## src/rtl/ariane_pkg.sv

```systemverilog
// ariane_pkg: shared fetch-control types and defaults.
package ariane_pkg;
   localparam int unsigned FETCH_BYTES_DEF = 4;
   typedef enum logic [2:0] {IDLE, REQ, WAIT_RSP, KILL, HALT} fetch_state_e;
endpackage

```

## src/rtl/fetch_credit_cnt.sv

```systemverilog
// fetch_credit_cnt: free instruction-queue groups minus the outstanding fetch request.
module fetch_credit_cnt #(
   parameter int unsigned DEPTH = 4,
   parameter int unsigned CW    = $clog2(DEPTH + 1)
) (
   input  logic          clk_i,
   input  logic          rst_i,
   input  logic          load_i,
   input  logic          dec_i,
   input  logic          inc_i,
   output logic [CW-1:0] cnt_o,
   output logic [CW-1:0] cnt_nxt_o
);
   localparam logic [CW-1:0] FULL = CW'(DEPTH);
   logic [CW-1:0] cnt_q;
   assign cnt_o = cnt_q;
   assign cnt_nxt_o = load_i ? FULL
                    : (inc_i && !dec_i) ? ((cnt_q == FULL) ? FULL : cnt_q + 1'b1)
                    : (dec_i && !inc_i) ? cnt_q - 1'b1
                    : cnt_q;
   always_ff @(posedge clk_i) begin
      if (rst_i) cnt_q <= FULL;
      else cnt_q <= cnt_nxt_o;
   end
   // a pop with every group already free means the queue and this counter disagree
   always_ff @(posedge clk_i) begin
      if (!rst_i && !load_i && inc_i && !dec_i)
         assert (cnt_q != FULL) else $error("fetch_credit_cnt: pop with full credits");
   end
endmodule

```

## src/rtl/fetch_ctrl.sv

```systemverilog
// fetch_ctrl: fetch PC sequencing, icache request handshake and IQ push under credit flow control.
// Defining FETCH_CTRL_PERF_EN adds a saturating count of zero-credit IDLE cycles on perf_stall_cnt_o.
module fetch_ctrl
   import ariane_pkg::*;
#(
   parameter int unsigned QUEUE_DEPTH = 4,
   parameter int unsigned FETCH_BYTES = FETCH_BYTES_DEF
) (
   input  logic        clk_i,
   input  logic        rst_i,
   input  logic [63:0] boot_addr_i,
   input  logic        flush_i,
   input  logic        redirect_valid_i,
   input  logic [63:0] redirect_addr_i,
   output logic        icache_req_valid_o,
   input  logic        icache_req_ready_i,
   output logic [63:0] icache_req_addr_o,
   output logic        icache_kill_o,
   input  logic        icache_rsp_valid_i,
   input  logic        icache_rsp_ex_i,
   input  logic        predict_taken_i,
   input  logic [63:0] predict_addr_i,
   output logic        iq_push_o,
   output logic        iq_ex_o,
   output logic [63:0] iq_base_addr_o,
   input  logic        iq_pop_i,
   output logic        iq_ready_o,
   output logic [31:0] perf_stall_cnt_o
);
   localparam int unsigned CW = $clog2(QUEUE_DEPTH + 1);
   localparam logic [63:0] GRP_MASK = 64'(FETCH_BYTES - 1);
   fetch_state_e  state_q, state_d;
   logic [63:0]   fetch_pc_q;
   logic [CW-1:0] credits, credits_nxt;
   logic          fl, req_fire, rsp_fire;
   assign fl = flush_i | redirect_valid_i;
   assign req_fire = icache_req_valid_o & icache_req_ready_i;
   assign rsp_fire = ~rst_i & ~fl & (state_q == WAIT_RSP) & icache_rsp_valid_i;
   fetch_credit_cnt #(.DEPTH(QUEUE_DEPTH), .CW(CW)) u_credit (
      .clk_i     (clk_i),
      .rst_i     (rst_i),
      .load_i    (fl),
      .dec_i     (req_fire),
      .inc_i     (iq_pop_i),
      .cnt_o     (credits),
      .cnt_nxt_o (credits_nxt)
   );
   always_ff @(posedge clk_i) begin
      if (rst_i) state_q <= IDLE;
      else state_q <= state_d;
   end
   always_ff @(posedge clk_i) begin
      if (rst_i) fetch_pc_q <= boot_addr_i;
      else if (redirect_valid_i) fetch_pc_q <= redirect_addr_i;
      else if (rsp_fire) fetch_pc_q <= predict_taken_i ? predict_addr_i
                                                       : (fetch_pc_q & ~GRP_MASK) + 64'(FETCH_BYTES);
   end
   // a flush racing a grant in REQ abandons the just-accepted request through KILL
   always_comb begin
      state_d = state_q;
      unique case (state_q)
         IDLE:     state_d = (!fl && credits != '0) ? REQ : IDLE;
         REQ:      state_d = fl ? (icache_req_ready_i ? KILL : IDLE)
                                : (icache_req_ready_i ? WAIT_RSP : REQ);
         WAIT_RSP: state_d = fl ? KILL
                           : !icache_rsp_valid_i ? WAIT_RSP
                           : icache_rsp_ex_i ? HALT
                           : (credits_nxt != '0) ? REQ : IDLE;
         KILL:     state_d = IDLE;
         HALT:     state_d = fl ? IDLE : HALT;
         default:  state_d = IDLE;
      endcase
   end
   always_comb begin
      icache_req_valid_o = ~rst_i & (state_q == REQ);
      icache_req_addr_o = icache_req_valid_o ? fetch_pc_q : '0;
      icache_kill_o = ~rst_i & fl & ((state_q == WAIT_RSP) | ((state_q == REQ) & icache_req_ready_i));
      iq_push_o = rsp_fire;
      iq_ex_o = rsp_fire & icache_rsp_ex_i;
      iq_base_addr_o = rsp_fire ? fetch_pc_q : '0;
      iq_ready_o = ~rst_i & (credits != '0);
   end
`ifdef FETCH_CTRL_PERF_EN
   logic [31:0] stall_q;
   always_ff @(posedge clk_i) begin
      if (rst_i) stall_q <= '0;
      else if (state_q == IDLE && credits == '0 && stall_q != '1) stall_q <= stall_q + 1'b1;
   end
   assign perf_stall_cnt_o = rst_i ? '0 : stall_q;
`else
   assign perf_stall_cnt_o = '0;
`endif
endmodule

```

## config.mk

```make
export PLATFORM = sky130hd
export DESIGN_NAME = fetch_ctrl
export DESIGN_NICKNAME = d
export VERILOG_FILES = /design/src/rtl/ariane_pkg.sv /design/src/rtl/fetch_credit_cnt.sv /design/src/rtl/fetch_ctrl.sv
export SDC_FILE = /design/constraint.sdc
export NUM_CORES = 1
export LEC_CHECK = 0
export BUFFER_PORTS_ARGS = -buffer_cell sky130_fd_sc_hd__buf_2
export CAP_MARGIN = 0
export CORE_AREA = 2 2 141 143
export DETAILED_ROUTE_END_ITERATION = 12
export DIE_AREA = 0 0 143 145
export GPL_TIMING_DRIVEN = 1
export PLACE_DENSITY_LB_ADDON = 0.3
export SETUP_SLACK_MARGIN = 0.4
export SYNTH_ARGS = -nofsm -noshare
export SYNTH_HDL_FRONTEND = slang
export SYNTH_SLANG_ARGS = --single-unit
```

## constraint.sdc

```tcl
create_clock -name clk_i -period 13.6 [get_ports clk_i]
set_input_delay 0 -clock clk_i [delete_from_list [all_inputs] [get_ports clk_i]]
set_output_delay 0 -clock clk_i [all_outputs]
set_load 0.01 [all_outputs]
```

==> flow_summary.toml <==
[status]
run_status = "finished clean"

[layout]
final.fill_count = 1912
layout_commonest_cell = "buf_2"
final_util = 0.472
syn_to_final_growth_pct = 38.7
final_cell_mix = "332 x buf_2, 130 x and2_1, 81 x nand2_1"
finalNetCount = 1334
drive_above_1_share = 0.339

[floorplanning]
start_util = 0.340
die_area_um2 = 20700
dieHeight_um = 145
die_w_um = 143
core-area_um2 = 19200
design.portCount = 366
fp-row-count = 51

[power]
p_leak_nw = 4.14
vdd_ir_drop_max_mv = 0.0566
p_per_area_nw_per_um2 = 75.1
finalPower_uw = 681

[clock_network]
cts_buffer_depth = 2
cts_max_level = 3
cts_resized = 0
tritoncts = "done"
cts_root_buf = "clkbuf_16"
clkSlewWorstSetupHoldPaths_ps = 60
cts_buffers = 9
clock_sinks = 70
clk_latency_ps = 340

[route]
drc_errors = 0
vias_per_cell = 5.13
vias = 7186
drt-pass1-iter-count = 4
routedWlPerCell_um = 18.0
drtAntennaViolNets = 0
dr.first_iter.drc_count = 476
wl_um = 25200

[synthesis]
synth_top_family_by_area = "simple AND/OR/NAND/NOR gates"
synthesis.area_um2 = 6540
synth_cell_types = 70
synth_fa_ha_area_frac = 0.00766
yosysTopAreaCell = "edfxtp_1"
ys.flop_type = "edfxtp_1"
synth_cells = 776
synthSimpleGateAreaFrac = 0.311
synth_xor_area_frac = 0.0790
syn-mean-instance-area_um2 = 8.42
synth_compound_area_frac = 0.184
yosysSeqAreaShare = 0.312
ys_warn_count = 0
async_flop_share = 0
synthMuxAreaShare = 0.0188
synth_area_leaders = "edfxtp_1 29%, and2_1 12%, a22oi_1 5.2%"
synth_edf_count = 64
synth-seq-cells = 70
yosysTopAreaCellShare = 0.294

[grt]
grtUsageMet1 = 0.287
use_met2 = 0.404
grtUsageTotal = 0.228
grt_antenna_before_repair = 2
top_usage_layer = "met2"
grt_pass1_wl_um = 36800
met3_usage = 0.0271
overflow = 0
grt_pass1_vias = 6654
grt_max_degree = 79

[place]
hpwl_um = 18500
place.gp.congestion = 0.839
io_buffers = 333

[setup_path]
start_kind = "flip-flop"
reg2reg_slack_ps = 10720
end_kind = "flip-flop"
critPathKind = "reg -> reg"
critical_path.max_fanout = 37
worstPathArrival_ps = 2850
crit_required_ps = 13570

[sta]
totalNegativeSetupSlack_ps = 0
setup-violations-final = 0
clock.fmax_mhz = 347
rsz0062_at_grt = "no"
hold_viol = 0
post-route-period-util = 0.212
tightestPinTransition_ps = 1090
post-route-min-period_ps = 2880
skew_ps = 7.21
slew_viol_final = 0
maxSlewHeadroom = 0.274

[job]
drv_cap = 0

[worst_hold_path]
hold_class = "in -> reg"
[worst paths after layout]
| check | cells after the start | start | end |
|---|---|---|---|
| max | 4 | state_q[1] | fetch_pc_q[7] |
| min | 3 | boot_addr_i[21] | fetch_pc_q[21] |
| max reg2reg | 4 | state_q[1] | fetch_pc_q[7] |
| min reg2reg | 1 | state_q[0] | state_q[2] |
[per-stage QoR]
stage	instance area (um^2)	instances	hold WS [ps]	setup slack (ps)
2_1_floorplan	6650	807	144	7690
3_3_place_gp	8220	1326	280	10550
3_5_place_dp	8220	1326	287	10550
4_1_cts	9060	1399	0.346	10670
5_1_grt	9070	1400	14.9	10540
6_report	9070	1400	10.4	10720
[registers in the layout, indices dropped and copies added (netlist names)]
name            cells
fetch_pc_q         64
state_q             3
u_credit.cnt_o      3
[power by group]
group          total [mW]  switching [mW]  internal (mW)
clock               0.226          0.0931          0.133
combinational       0.156          0.0800         0.0758
sequential          0.299          0.0366          0.263
[cell type report]
cell class / instances / area, um^2 / area share
well taps: 265 / 332 / 0.0366
flip-flops and latches: 70 / 2040 / 0.225
repair buffers: 397 / 2290 / 0.253
inverters: 12 / 45.0 / 0.00497
clock buffers: 14 / 264 / 0.0291
diodes: 1 / 2.50 / 0.000276
clock inverters: 2 / 8.76 / 0.000966
multi-input cells: 639 / 4080 / 0.450
[critical path, cell delays in order, from the launching register on]
cell	delay, ps
dfxtp_1	480
nor2b_1	260
nand3_1	320
o21ai_4	840
buf_4	600
[cell usage after synthesis (all sizes together), types with 2 or more instances]
| cell | number |
|---|---|
| a22oi | 45 |
| ha | 4 |
| a221o | 2 |
| nor2b | 2 |
| a221oi | 2 |
| dfxtp | 6 |
| and2 | 132 |
| nand3 | 27 |
| clkbuf | 45 |
| o21a | 2 |
| and4 | 2 |
| xnor2 | 28 |
| and3 | 9 |
| o211ai | 3 |
| inv | 11 |
| o21ai | 40 |
| a22o | 2 |
| o22ai | 6 |
| mux2 | 2 |
| a21oi | 22 |
| nor4 | 11 |
| o221ai | 33 |
| or2 | 2 |
| nand2b | 2 |
| edfxtp | 64 |
| nor2 | 41 |
| a2bb2oi | 2 |
| buf | 40 |
| xor2 | 31 |
| a31oi | 3 |
| nor3 | 15 |
| nand2 | 82 |
| mux2i | 10 |
| nand4 | 26 |
| a311oi | 2 |
[kinds of logic after synthesis]
| family | count (synthesis) |
|---|---|
| simple gates | 359 |
| compound gates | 173 |
| buf+inv | 98 |
| flops | 70 |
| xor+xnor | 59 |
| mux | 12 |
| fa+ha+maj | 4 |
| other cells | 1 |
[metal layers]
metal | up-vias | part of all wire
met3 | 31 | 0.051
met2 | 288 | 0.51
li1 | 3468 | -
met4 | 2 | 0.016
met5 | - | 0.00028
met1 | 3397 | 0.43
[timing repair]
item	in CTS	in global routing
endpoints found under the setup margin	0	0
hold buffers	57	0
endpoints found under the hold margin	55	0
setup buffers	0	0
(Power assumes the default switching activity.)
